--- src/rtl/ad9970_sync_decode_if.sv ---
// Word/pixel bus between the AD9970 deserializer side and the line sync decoder.
interface ad9970_sync_decode_if #(
   parameter int DATA_WD = 16,
   parameter int PIX_WD  = 14
);
   logic [DATA_WD-1:0] iv_deser_data;
   logic               i_deser_valid;
   logic [PIX_WD-1:0]  ov_pix_data;
   logic               o_lval;
   logic               o_line_done;
   logic               o_sync_lock;
   logic               o_sync_err;

   modport master (
      output iv_deser_data, i_deser_valid,
      input  ov_pix_data, o_lval, o_line_done, o_sync_lock, o_sync_err
   );

   modport slave (
      input  iv_deser_data, i_deser_valid,
      output ov_pix_data, o_lval, o_line_done, o_sync_lock, o_sync_err
   );
endinterface

--- src/rtl/ad9970_sync_decode.sv ---
// AD9970 line sync hunter and pixel extractor with lock tracking and sync timeout.
// Optional AD9970_LINE_CNT_EN adds i_frame_start / ov_line_cnt line counting.
//
//   state | meaning
//   HUNT  | waiting for first sync word; config shadowed on entry
//   SYNC  | counting consecutive sync words
//   DATA  | emitting line pixels
module ad9970_sync_decode #(
   parameter int DATA_WD = 16,
   parameter int PIX_WD  = 14,
   parameter int CNT_WD  = 13,
   parameter int TMO_WD  = 16
) (
   input  logic                clk,
   input  logic                reset,
   input  logic                i_start_acquisit,
   input  logic [DATA_WD-1:0]  iv_sync_word,
   input  logic [2:0]          iv_sync_len,
   input  logic [CNT_WD-1:0]   iv_line_pix,
   input  logic                i_align_right,
   input  logic [TMO_WD-1:0]   iv_timeout,
`ifdef AD9970_LINE_CNT_EN
   input  logic                i_frame_start,
   output logic [15:0]         ov_line_cnt,
`endif
   ad9970_sync_decode_if.slave bus
);

   typedef enum logic [1:0] {HUNT, SYNC, DATA} state_t;

   state_t              state_q, state_d;
   logic [2:0]          match_cnt_q, match_cnt_d;
   logic [CNT_WD-1:0]   pix_cnt_q, pix_cnt_d;
   logic [TMO_WD-1:0]   tmo_cnt_q, tmo_cnt_d;
   logic [DATA_WD-1:0]  sync_word_q, sync_word_d;
   logic [2:0]          sync_len_q, sync_len_d;
   logic [CNT_WD-1:0]   line_pix_q, line_pix_d;
   logic                align_q, align_d;
   logic [PIX_WD-1:0]   pix_q, pix_d;
   logic                lval_q, lval_d;
   logic                done_pend_q, done_pend_d;
   logic                line_done_q, line_done_d;
   logic                lock_q, lock_d;
   logic                err_q, err_d;
`ifdef AD9970_LINE_CNT_EN
   logic [15:0]         line_cnt_q, line_cnt_d;
`endif

   logic       enter_data, tmo_inc, load_cfg, word_match;
   logic [2:0] len_eff;

   always_comb begin
      state_d     = state_q;
      match_cnt_d = match_cnt_q;
      pix_cnt_d   = pix_cnt_q;
      tmo_cnt_d   = tmo_cnt_q;
      sync_word_d = sync_word_q;
      sync_len_d  = sync_len_q;
      line_pix_d  = line_pix_q;
      align_d     = align_q;
      pix_d       = pix_q;
      lval_d      = 1'b0;
      done_pend_d = 1'b0;
      line_done_d = done_pend_q;
      lock_d      = lock_q | done_pend_q;
      err_d       = 1'b0;
      enter_data  = 1'b0;
      tmo_inc     = 1'b0;
      load_cfg    = 1'b0;
      word_match  = (bus.iv_deser_data == sync_word_q);
      len_eff     = (sync_len_q == 3'd0) ? 3'd1 : sync_len_q;

      if (!i_start_acquisit) begin
         // Partial line is dropped, including a line_done still in flight.
         state_d     = HUNT;
         match_cnt_d = '0;
         pix_cnt_d   = '0;
         tmo_cnt_d   = '0;
         line_done_d = 1'b0;
         lock_d      = 1'b0;
         load_cfg    = 1'b1;
      end else if (bus.i_deser_valid) begin
         unique case (state_q)
            HUNT: begin
               tmo_inc = 1'b1;
               if (word_match) begin
                  if (len_eff == 3'd1) begin
                     enter_data = 1'b1;
                  end else begin
                     state_d     = SYNC;
                     match_cnt_d = 3'd1;
                  end
               end
            end
            SYNC: begin
               tmo_inc = 1'b1;
               if (word_match) begin
                  if (match_cnt_q + 3'd1 == len_eff) enter_data = 1'b1;
                  else match_cnt_d = match_cnt_q + 3'd1;
               end else begin
                  state_d     = HUNT;
                  match_cnt_d = '0;
                  load_cfg    = 1'b1;
               end
            end
            DATA: begin
               lval_d = 1'b1;
               pix_d  = align_q ? bus.iv_deser_data[PIX_WD-1:0]
                                : bus.iv_deser_data[DATA_WD-1 -: PIX_WD];
               if (pix_cnt_q == line_pix_q - CNT_WD'(1)) begin
                  state_d     = HUNT;
                  pix_cnt_d   = '0;
                  done_pend_d = 1'b1;
                  load_cfg    = 1'b1;
               end else begin
                  pix_cnt_d = pix_cnt_q + CNT_WD'(1);
               end
            end
            default: state_d = HUNT;
         endcase

         if (enter_data) begin
            match_cnt_d = '0;
            tmo_cnt_d   = '0;
            pix_cnt_d   = '0;
            // Zero-length line completes immediately.
            if (line_pix_q == '0) begin
               state_d     = HUNT;
               done_pend_d = 1'b1;
               load_cfg    = 1'b1;
            end else begin
               state_d = DATA;
            end
         end else if (tmo_inc) begin
            if (iv_timeout != '0 && tmo_cnt_q + TMO_WD'(1) == iv_timeout) begin
               err_d     = 1'b1;
               lock_d    = 1'b0;
               tmo_cnt_d = '0;
            end else begin
               tmo_cnt_d = tmo_cnt_q + TMO_WD'(1);
            end
         end
      end

      if (load_cfg) begin
         sync_word_d = iv_sync_word;
         sync_len_d  = iv_sync_len;
         line_pix_d  = iv_line_pix;
         align_d     = i_align_right;
      end

`ifdef AD9970_LINE_CNT_EN
      line_cnt_d = line_cnt_q;
      if (i_frame_start)    line_cnt_d = '0;
      else if (line_done_q) line_cnt_d = line_cnt_q + 16'd1;
`endif
   end

   always_ff @(posedge clk) begin
      if (reset) begin
         state_q     <= HUNT;
         match_cnt_q <= '0;
         pix_cnt_q   <= '0;
         tmo_cnt_q   <= '0;
         sync_word_q <= iv_sync_word;
         sync_len_q  <= iv_sync_len;
         line_pix_q  <= iv_line_pix;
         align_q     <= i_align_right;
         pix_q       <= '0;
         lval_q      <= 1'b0;
         done_pend_q <= 1'b0;
         line_done_q <= 1'b0;
         lock_q      <= 1'b0;
         err_q       <= 1'b0;
`ifdef AD9970_LINE_CNT_EN
         line_cnt_q  <= '0;
`endif
      end else begin
         state_q     <= state_d;
         match_cnt_q <= match_cnt_d;
         pix_cnt_q   <= pix_cnt_d;
         tmo_cnt_q   <= tmo_cnt_d;
         sync_word_q <= sync_word_d;
         sync_len_q  <= sync_len_d;
         line_pix_q  <= line_pix_d;
         align_q     <= align_d;
         pix_q       <= pix_d;
         lval_q      <= lval_d;
         done_pend_q <= done_pend_d;
         line_done_q <= line_done_d;
         lock_q      <= lock_d;
         err_q       <= err_d;
`ifdef AD9970_LINE_CNT_EN
         line_cnt_q  <= line_cnt_d;
`endif
      end
   end

   assign bus.ov_pix_data = pix_q;
   assign bus.o_lval      = lval_q;
   assign bus.o_line_done = line_done_q;
   assign bus.o_sync_lock = lock_q;
   assign bus.o_sync_err  = err_q;
`ifdef AD9970_LINE_CNT_EN
   assign ov_line_cnt     = line_cnt_q;
`endif

endmodule

--- src/flat_wrapper.sv ---
// flat-port wrapper written by rule: the top's interface ports become plain ports
module ad9970_sync_decode_flat 
#(
   parameter int DATA_WD = 16,
   parameter int PIX_WD  = 14,
   parameter int CNT_WD  = 13,
   parameter int TMO_WD  = 16
)
  (clk, reset, i_start_acquisit, iv_sync_word, iv_sync_len, iv_line_pix, i_align_right, iv_timeout, bus_iv_deser_data, bus_i_deser_valid, bus_ov_pix_data, bus_o_lval, bus_o_line_done, bus_o_sync_lock, bus_o_sync_err);
  ad9970_sync_decode_if #(.DATA_WD(DATA_WD), .PIX_WD(PIX_WD)) bus_i ();
  input  logic clk;
  input  logic reset;
  input  logic i_start_acquisit;
  input  logic [DATA_WD-1:0] iv_sync_word;
  input  logic [2:0] iv_sync_len;
  input  logic [CNT_WD-1:0] iv_line_pix;
  input  logic i_align_right;
  input  logic [TMO_WD-1:0] iv_timeout;
  input wire logic [$bits(bus_i.iv_deser_data)-1:0] bus_iv_deser_data;
  input wire logic [$bits(bus_i.i_deser_valid)-1:0] bus_i_deser_valid;
  output wire logic [$bits(bus_i.ov_pix_data)-1:0] bus_ov_pix_data;
  output wire logic [$bits(bus_i.o_lval)-1:0] bus_o_lval;
  output wire logic [$bits(bus_i.o_line_done)-1:0] bus_o_line_done;
  output wire logic [$bits(bus_i.o_sync_lock)-1:0] bus_o_sync_lock;
  output wire logic [$bits(bus_i.o_sync_err)-1:0] bus_o_sync_err;
  assign bus_i.iv_deser_data = bus_iv_deser_data;
  assign bus_i.i_deser_valid = bus_i_deser_valid;
  assign bus_ov_pix_data = bus_i.ov_pix_data;
  assign bus_o_lval = bus_i.o_lval;
  assign bus_o_line_done = bus_i.o_line_done;
  assign bus_o_sync_lock = bus_i.o_sync_lock;
  assign bus_o_sync_err = bus_i.o_sync_err;
  ad9970_sync_decode #(.DATA_WD(DATA_WD), .PIX_WD(PIX_WD), .CNT_WD(CNT_WD), .TMO_WD(TMO_WD)) u_core (.clk(clk), .reset(reset), .i_start_acquisit(i_start_acquisit), .iv_sync_word(iv_sync_word), .iv_sync_len(iv_sync_len), .iv_line_pix(iv_line_pix), .i_align_right(i_align_right), .iv_timeout(iv_timeout), .bus(bus_i));
endmodule
--- config.mk ---
export PLATFORM = sky130hd
export DESIGN_NAME = ad9970_sync_decode_flat
export DESIGN_NICKNAME = d
export VERILOG_FILES = /design/src/rtl/ad9970_sync_decode_if.sv /design/src/rtl/ad9970_sync_decode.sv /design/src/flat_wrapper.sv
export SDC_FILE = /design/constraint.sdc
export NUM_CORES = 1
export LEC_CHECK = 0
export BUFFER_PORTS_ARGS = -buffer_cell sky130_fd_sc_hd__buf_4
export CORE_UTILIZATION = 50
export CTS_CLUSTER_DIAMETER = 50
export CTS_CLUSTER_SIZE = 25
export DETAILED_ROUTE_END_ITERATION = 10
export PLACE_DENSITY = 0.82
export RECOVER_POWER = 50
export SLEW_MARGIN = 20
export SYNTH_ARGS = -nofsm -noshare
export SYNTH_HDL_FRONTEND = slang
export SYNTH_SLANG_ARGS = --single-unit
--- constraint.sdc ---
create_clock -name clk -period 6.3 [get_ports clk]
set_input_delay 0.63 -clock clk [delete_from_list [all_inputs] [get_ports clk]]
set_output_delay 0.63 -clock clk [all_outputs]
set_load 0.005 [all_outputs]
==> results of run 1 <==
## worst max-delay path by stage
stage / start / endpoint / slack [ns]
finish: u_core.match_cnt_q[0] / u_core.sync_word_q[4] / 2.66
CTS: u_core.match_cnt_q[0] / u_core.sync_word_q[1] / 2.48
global route: u_core.match_cnt_q[0] / u_core.sync_word_q[2] / 2.46
global placement: bus_iv_deser_data[0] / u_core.sync_word_q[7] / 2.57
floorplan: u_core.match_cnt_q[0] / u_core.align_q / 2.01
detailed placement: bus_iv_deser_data[13] / u_core.sync_word_q[0] / 2.45
## critical path: cells and delay by family (launching register included)
family,cells,cell delay (ns)
adders and majority gates,1,0.31
buffers and inverters,1,0.25
AOI/OAI and AO/OA,5,1.75
and+or+nand+nor,2,0.60
DFF,1,0.43
## through the flow
step | std cells | utilization, % | worst slack [ns] | hold WS (ns)
finish | 741 | 60.8 | 2.66 | 0.461
global route | 741 | 60.8 | 2.46 | 0.443
CTS | 740 | 60.8 | 2.48 | 0.428
detailed placement | 724 | 58.7 | 2.45 | 0.471
global placement | 724 | 58.7 | 2.57 | 0.466
floorplan | 535 | - | 2.01 | 0.424
## state kept, by name, summed over array words and instances, names as in the netlist, 2 cells and up
| register | cells |
|---|---|
| u_core.bus.ov_pix_data | 14 |
| u_core.line_pix_q | 13 |
| u_core.match_cnt_q | 3 |
| u_core.pix_cnt_q | 13 |
| u_core.state_q | 2 |
| u_core.sync_len_q | 3 |
| u_core.sync_word_q | 16 |
| u_core.tmo_cnt_q | 16 |
## power by group through the flow
stage / sequential (W) / clock [W] / combinational [W]
after floorplan: 0.000620 / 0 / 0.0000743
after global placement: 0.000626 / 0 / 0.000120
after detailed placement: 0.000628 / 0 / 0.000125
after CTS: 0.000615 / 0.000413 / 0.000126
after global routing: 0.000617 / 0.000437 / 0.000140
final: 0.000615 / 0.000405 / 0.000127
## kinds of logic (layout without fill, tap and decap cells)
logic type	Yosys count	in the layout	synth area share, %
muxes	17	17	3.41
and+or+nand+nor	203	203	22.5
adders and majority gates	8	8	1.99
buffers and inverters	46	119	3.76
xor gates and xnor gates	57	57	10.2
DFF	86	86	40.8
AOI/OAI and AO/OA	118	118	17.3
## placed cells by master (no fill, tap or decap), types with 13 or more instances in the layout
cell type and n:
nor4_1 14, buf_4 36, nand3_1 13, mux2i_1 16, nor2_1 47, dfxtp_1 53, a31oi_1 19, a211oi_1 22
xnor2_1 23, nor3_1 14, edfxtp_1 33, a21oi_1 16, clkbuf_4 48, xor2_1 33, nand4_1 22, nand2_1 30
inv_1 14
## final cells by class
cell class / instances / area (um2) / area share (%)
Clock buffer: 12 / 155 / 2.61
Clock inverter: 4 / 55.1 / 0.926
Inverter: 14 / 52.6 / 0.884
Multi-Input combinational cell: 403 / 2800 / 47.1
Sequential cell: 86 / 2050 / 34.5
Tap cell: 133 / 166 / 2.80
Timing Repair Buffer: 89 / 661 / 11.1
## layer usage
metal	routed length, um	GRT usage, %
met1	5290	32.4
met2	5570	39.4
met3	666	3.35
met4	233	9.34
met5	0	0.481
==> flow_summary.yaml, run 1 <==
yosys:
  yosys-top-cells-area: "dfxtp_1 (21%), edfxtp_1 (20%), xor2_1 (5.8%)"
  synth.avg_cell_area_um2: 9.39
  synth.most_common_cell: "dfxtp_1"
  synth_edf_count: 33
  synth_seq_area_share_pct: 40.8
  yosys-top-cells-count: "dfxtp_1 (53), nor2_1 (47), edfxtp_1 (33), xor2_1 (33), nand2_1 (30)"
  syn_inst: 535
  ys.flop_type: "dfxtp_1"
  synth_top_cell_by_area: "dfxtp_1"
  netlist_area_um2: 5020
  netlist.area_leader.share_pct: 21.1
  synth_warnings: 0
  ys_ff_latch: 86
  synthArstFlopShare_pct: 0
  ys_types: 67
  synth_fp_nets: 612
cells_and_area:
  fill_cells: 815
  areaGrowthSynthToFinish_pct: 18.3
  nets: 680
  drive_gt1_share_pct: 18.6
  final_area_um2: 5940
  antenna_cells: 0
sta:
  min_period_ns: 3.64
  drv_slew: 0
  rsz0062_at_grt: "false"
  setup_tns_ns: 0
  finalSetupViolations: 0
  skew_ns: 0.0127
  slew_headroom_pct: 22.2
  max_freq_mhz: 275
  timing.final.hold_violations: 0
  tightestPinTransition_ns: 1.17
  min_period_over_period_pct: 57.7
die:
  num_rows: 36
  die-height_um: 102
  ios: 87
  start_util_pct: 51.4
  dieArea_um2: 10500
  die_w_um: 102
  fp.coreArea_um2: 9770
power:
  total_power_w: 0.00115
  switching_share_pct: 24.4
  p_leak_nw: 2.12
  power_density_nw_per_um2: 193
  pwr-share-comb_pct: 11.1
  internal_power_w: 0.000867
  ir_worst_vdd_mv: 0.178
  seq_power_share_pct: 53.6
  p_switching_w: 0.000280
  p_clk_share_pct: 35.3
place:
  dpl_cell_area_um2: 5730
  placement.io_buffers: 86
  place_congestion: 0.929
  dpl.hpwl_mm: 8.72
detailed_routing:
  drt-total-wl_mm: 11.8
  dr.first_iter.drc_count: 275
  drc: 0
  dr.pass1.iters: 5
  drtAntennaViolNets: 0
  dr_total_vias: 4436
  wl_per_cell_um: 15.9
  viasPerCell: 5.99
setup_path:
  reg2reg_depth: 9
  slowest_stage: "a41oi_4"
  cp-start-kind: "flip-flop"
  required_ns: 6.37
  cp_max_fo: 17
  crit_path_end_kind: "flip-flop"
  path_cells: "ha_1, or3b_1, a21o_1, a211o_1, a21oi_1, nand2_1, o2bb2ai_1, a41oi_4, buf_8"
  critical_path_class: "reg -> reg"
  crit_path_max_incr_delay_ns: 0.57
  critPathArrivalTime_ns: 3.70
  worstReg2RegEnd: "u_core.sync_word_q[4]"
  r2r_start: "u_core.match_cnt_q[0]"
  r2r_setup_slack_ns: 2.66
clock_network:
  cts_buffer_depth: 2
  cts_resized: 0
  worstSkewPairLatency_ns: 0.36
  clockRootBuffer: "clkbuf_8"
  clock_sinks: 86
  cts-hold-fix-buffers: 0
  htreeDepth: 3
  clkTransAtPathRegs_ns: 0.09
  cts_setup_buffers: 0
  cts_tree: "built"
  cts_buffers: 9
min_path:
  worstHoldEndpoint: "u_core.sync_word_q[9]"
  hold-path-cell-count: 1
  hold_path_class: "in -> reg"
  worstHoldStart: "iv_sync_word[9]"
grt:
  grt_pass1_wl_mm: 19.7
  grt_overflow_total: 0
  grt_pass1_vias: 4108
  antenna_found_initial: 0
  grt_max_degree: 34
  grt_use_total_pct: 24.1
flow_run:
  maxCapViolations: 0
run_status:
  outcome: "finished clean"
No activity file was read; power rests on OpenSTA's default activity.
==> inputs of run 2 (changes only) <==
- PLACE_DENSITY: 0.82 -> 0.85
- clock period: 6.3 -> 2.9 ns (I/O delays scaled with it)
==> run 2 against run 1 <==
  * Sequential power rose by 120%
  * Utilization is 2.8 points higher
  * Wire length increased by 9.3%
  * Count of clock-buffer cells in the layout fell by 3
  * Register-to-register slack worse by 2.6 ns
  * Cell count grew 2.7%
  * Setup slack worse by 2.6 ns
==> flow_summary.yaml, run 2 (same netlist as run 1, synthesis figures left out) <==
run_status:
  outcome: "finished clean"
cells_and_area:
  areaGrowthSynthToFinish_pct: 23.8
  layout_commonest_cell: "buf_4"
  antenna_cells: 0
  instances_no_fill: 761
  layout_common_cells: "buf_4 (52), dfxtp_1 (51), clkbuf_4 (47)"
  fill_cells: 769
  finish.utilization_pct: 63.6
  nets: 700
  drive_gt1_share_pct: 23.4
place:
  place_congestion: 0.953
  placement.io_buffers: 86
  post-place-ws_ns: 0.103
  place_inst: 738
  dpl.hpwl_mm: 8.91
setup_path:
  critPathArrivalTime_ns: 2.90
  reg2reg_depth: 8
  r2r_start: "u_core.line_pix_q[4]"
  required_ns: 2.99
  cp-start-kind: "flip-flop"
  crit_start: "u_core.line_pix_q[4]"
  r2r_setup_slack_ns: 0.09
  worstReg2RegEnd: "u_core.align_q"
  crit_path_end_kind: "flip-flop"
  cp_max_fo: 8
  critical_path_class: "reg -> reg"
clock_network:
  cts_tree: "built"
  clkTransAtPathRegs_ns: 0.09
  htreeDepth: 3
  cts-hold-fix-buffers: 0
  clockRootBuffer: "clkbuf_8"
  cts_buffer_depth: 2
  worstSkewPairLatency_ns: 0.37
  clock_sinks: 86
  cts_buffers: 9
detailed_routing:
  drt-total-wl_mm: 12.9
  drtAntennaViolNets: 0
  dr.pass1.iters: 6
  viasPerCell: 6.03
  dr.first_iter.drc_count: 284
  wl_per_cell_um: 16.9
  dr_total_vias: 4589
  drc: 0
min_path:
  hold_path_class: "in -> reg"
  hold-path-cell-count: 1
  worstHoldStart: "iv_sync_word[6]"
  worstHoldEndpoint: "u_core.sync_word_q[6]"
sta:
  whs_ns: 0.108
  skew_ns: 0.0124
  tightestPinTransition_ns: 0.900
  min_period_ns: 2.81
  min_period_over_period_pct: 96.9
  timing.final.hold_violations: 0
  drv_slew: 0
  max_freq_mhz: 356
  finalSetupViolations: 0
  fin_ws_ns: 0.0912
  rsz0062_at_grt: "false"
  slew_headroom_pct: 40.0
grt:
  grt_pass1_vias: 4218
  antenna_found_initial: 0
  grt_max_degree: 34
  grt_busiest_layer: "met2"
  grt_use_total_pct: 24.9
  use_met1_pct: 33.0
  grtUsageMet2_pct: 39.6
  grt_pass1_wl_mm: 20.1
  grt_overflow_total: 0
  grt_util_met3_pct: 4.72
die:
  dieArea_um2: 10500
  die-height_um: 102
  ios: 87
  die_w_um: 102
  fp.coreArea_um2: 9770
  num_rows: 36
  start_util_pct: 51.4
power:
  power_density_nw_per_um2: 406
  ir_worst_vdd_mv: 0.482
  p_leak_nw: 2.24
  total_power_w: 0.00252
flow_run:
  maxCapViolations: 0
[run 2: layout make-up]
type | count | area (um2) | area share [%]
clock inverters | 7 | 77.6 | 1.25
multi-input cells | 404 | 2900 | 46.7
inverters | 14 | 52.6 | 0.845
well taps | 133 | 166 | 2.68
repair buffers | 108 | 838 | 13.5
flip-flops and latches | 86 | 2060 | 33.1
clock buffers | 9 | 124 | 1.99
[run 2: worst max path at each step]
stage / endpoint / slack, ns / depth (start not counted)
after floorplan: u_core.align_q / -0.10 / 8
after global placement: u_core.line_pix_q[0] / 0.18 / 8
after detailed placement: u_core.sync_word_q[7] / 0.10 / 8
after CTS: u_core.line_pix_q[7] / 0.05 / 8
after global routing: u_core.pix_cnt_q[12] / 0.01 / 8
final: u_core.align_q / 0.09 / 8
[run 2: repair_timing]
item | CTS | global route
gates resized for setup | 0 | 9
setup buffers | 0 | 4
setup endpoints to repair | 0 | 39
[run 2: through the flow]
stage | instance area, um2 | TNS (ns)
floorplan | 5090 | -3.41
global placement | 5910 | 0
detailed placement | 5910 | 0
CTS | 6110 | 0
global route | 6220 | 0
finish | 6220 | 0
[run 2: routing by layer]
metal	part of all wire (%)	up-vias
met4	2.9	0
met2	48	208
met1	42	2145
li1	-	2196
met5	0	-
met3	7.1	40
[run 2: power breakdown]
group | total, W | switching (W) | internal [W]
clock network | 0.000873 | 0.000464 | 0.000409
registers | 0.00134 | 0.0000429 | 0.00130
logic | 0.000312 | 0.000153 | 0.000159
total | 0.00252 | 0.000660 | 0.00186
[run 2: worst max-delay path: stages (launching register included)]
cell	delay (ns)
edfxtp_1	0.52
nor4_4	0.46
nand4_1	0.26
or2_2	0.35
nor2_1	0.15
nand2_2	0.11
o2bb2ai_4	0.14
a41oi_4	0.31
clkbuf_16	0.22
==> inputs of run 3 (changes only) <==
- CORE_ASPECT_RATIO: not set -> 0.6
- PLACE_DENSITY: 0.85 -> not set
- PLACE_DENSITY_LB_ADDON: not set -> 0.05
- clock period: 2.9 -> 2.63 ns (I/O delays scaled with it)
==> run 3 against run 2 <==
  * The flow now finishes with violations (negative setup slack)
  * Global-route usage rose by 4.4 points
  * Hold slack gained 0.00056 ns
  * Combinational power grew 22%
  * Register-to-register slack worse by 0.16 ns
  * Fmax up 3.9%
  * Die area up 0.13%
  * Non-clock buffer count increased by 43
  * Power is 22% higher
  * Wire length is 17% higher
  * Clock skew is 0.0025 ns lower
  * Sequential share of layout area decreased by 2.3 points
  * Via count grew 5.3%
  * Critical endpoint is now u_core.sync_len_q[2]
  * Largest cell class unchanged
  * Highest routed layer unchanged
==> flow_summary.yaml, run 3 (same netlist as run 1, synthesis figures left out) <==
sta:
  min_period_over_period_pct: 103
  finalSetupViolations: 34
  skew_ns: 0.00989
  fin_ws_ns: -0.0723
  whs_ns: 0.108
  setup_tns_ns: -1.89
  max_freq_mhz: 370
  timing.final.hold_violations: 0
  rsz0062_at_grt: "true"
  tightestPinTransition_ns: 0.820
  drv_slew: 0
  slew_headroom_pct: 45.4
  min_period_ns: 2.70
setup_path:
  crit_end: "u_core.sync_len_q[2]"
  critical_path_class: "reg -> reg"
  crit_path_end_kind: "flip-flop"
  crit_path_max_incr_delay_ns: 0.36
  path_cells: "ha_4, or3b_1, a21o_1, a211o_1, a21oi_2, nand2_2, o2bb2ai_4, a41oi_4, buf_4, buf_4"
  cp_num_cells: 10
  r2r_start: "u_core.match_cnt_q[1]"
  crit_path_frequent_cell: "buf_4"
  crit_family: "compound AO/OA/AOI/OAI gates"
  required_ns: 2.69
  reg2reg_depth: 10
  cp_max_fo: 3
  worstReg2RegEnd: "u_core.sync_len_q[2]"
  critPathArrivalTime_ns: 2.76
  cp-start-kind: "flip-flop"
  crit_start: "u_core.match_cnt_q[1]"
  crit_buf_inv: 2
  slowest_stage: "a211o_1"
  r2r_setup_slack_ns: -0.07
clock_network:
  cts_buffers: 9
  clockRootBuffer: "clkbuf_16"
  clkTransAtPathRegs_ns: 0.07
  cts-hold-fix-buffers: 0
  cts_tree: "built"
  worstSkewPairLatency_ns: 0.35
  cts_buffer_depth: 2
  clock_sinks: 86
  htreeDepth: 3
place:
  place_congestion: 0.928
  dpl.hpwl_mm: 10.7
  post-place-ws_ns: -0.00742
  placement.io_buffers: 86
  place_inst: 772
run_status:
  violations: "negative setup slack"
  outcome: "complete, but fails checks"
flow_run:
  maxCapViolations: 0
die:
  ios: 87
  dieArea_um2: 10500
  die_w_um: 131
  start_util_pct: 53.1
  fp.coreArea_um2: 9460
  num_rows: 27
  die-height_um: 79.6
grt:
  grt_pass1_wl_mm: 23.7
  antenna_found_initial: 0
  grt_max_degree: 30
  grt_use_total_pct: 29.3
  grt_pass1_vias: 4543
  grt_overflow_total: 0
cells_and_area:
  instances_no_fill: 800
  areaGrowthSynthToFinish_pct: 33.3
  drive_gt1_share_pct: 30.4
  nets: 742
  fill_cells: 732
  layout_common_cells: "buf_4 (100), dfxtp_1 (49), nor2_1 (45)"
  layout_commonest_cell: "buf_4"
  antenna_cells: 0
min_path:
  hold_path_class: "in -> reg"
power:
  ir_worst_vdd_mv: 0.330
  power_density_nw_per_um2: 460
  p_leak_nw: 2.50
detailed_routing:
  drt-total-wl_mm: 15.0
  drtAntennaViolNets: 0
  dr_total_vias: 4833
  wl_per_cell_um: 18.8
  drc: 0
  dr.first_iter.drc_count: 443
  viasPerCell: 6.04
  dr.pass1.iters: 5
## run 3: changes by cell type in the layout (fill, tap and decap cells not counted), sizes merged
| cell | delta |
|---|---|
| buf | +51 |
| bufinv | -1 |
| clkbuf | -6 |
| clkinvlp | +1 |
| inv | -2 |
| nor4 | -1 |
## run 3: how the worst min path moves through the flow
stage          depth (start not counted)             start  slack, ns                      to
2_1_floorplan                          0     i_align_right       0.36          u_core.align_q
3_3_place_gp                           1   iv_sync_word[1]       0.44   u_core.sync_word_q[1]
3_5_place_dp                           1    iv_sync_len[2]       0.44    u_core.sync_len_q[2]
4_1_cts                                1   iv_sync_word[6]       0.08   u_core.sync_word_q[6]
5_1_grt                                1   iv_sync_word[6]        0.1   u_core.sync_word_q[6]
6_report                               1  iv_sync_word[11]       0.11  u_core.sync_word_q[11]
## run 3: area by class of cell
cell class                 instances  area (um2)  share of cell area [%]
clock inverter                     5        41.3                   0.616
timing repair buffer             151        1190                    17.7
clock buffer                      11         243                    3.62
multi-input combinational        403        2950                    44.1
sequential                        86        2060                    30.7
tap                              130         163                    2.43
inverter                          14        52.6                   0.784
## run 3: metal layers
metal	vias up	routed length [um]	track usage (%)
li1	2291	-	-
met1	2288	7200	42.4
met2	223	6200	42.0
met3	31	1400	8.63
met4	0	206	8.14
met5	-	0	0
## run 3: power breakdown
| part | leakage (nW) | switching [W] | internal [W] |
|---|---|---|---|
| clock network | 0.133 | 0.000562 | 0.000675 |
| registers | 0.752 | 0.0000355 | 0.00143 |
| logic | 1.62 | 0.000187 | 0.000194 |
## run 3: through the flow
step / power, W / util [%] / instance area [um2]
detailed placement: 0.00184 / 65.5 / 6200
CTS: 0.00308 / 69.4 / 6560
global route: 0.00320 / 70.8 / 6700
global placement: 0.00183 / 65.5 / 6200
floorplan: 0.00167 / - / 5090
finish: 0.00308 / 70.8 / 6700
## run 3: timing repair
action / in CTS / in global routing
setup buffers: 4 / 9
gates cloned: 1 / 1
resized for setup: 6 / 23
pin swaps: 3 / 6
setup endpoints to repair: 33 / 64
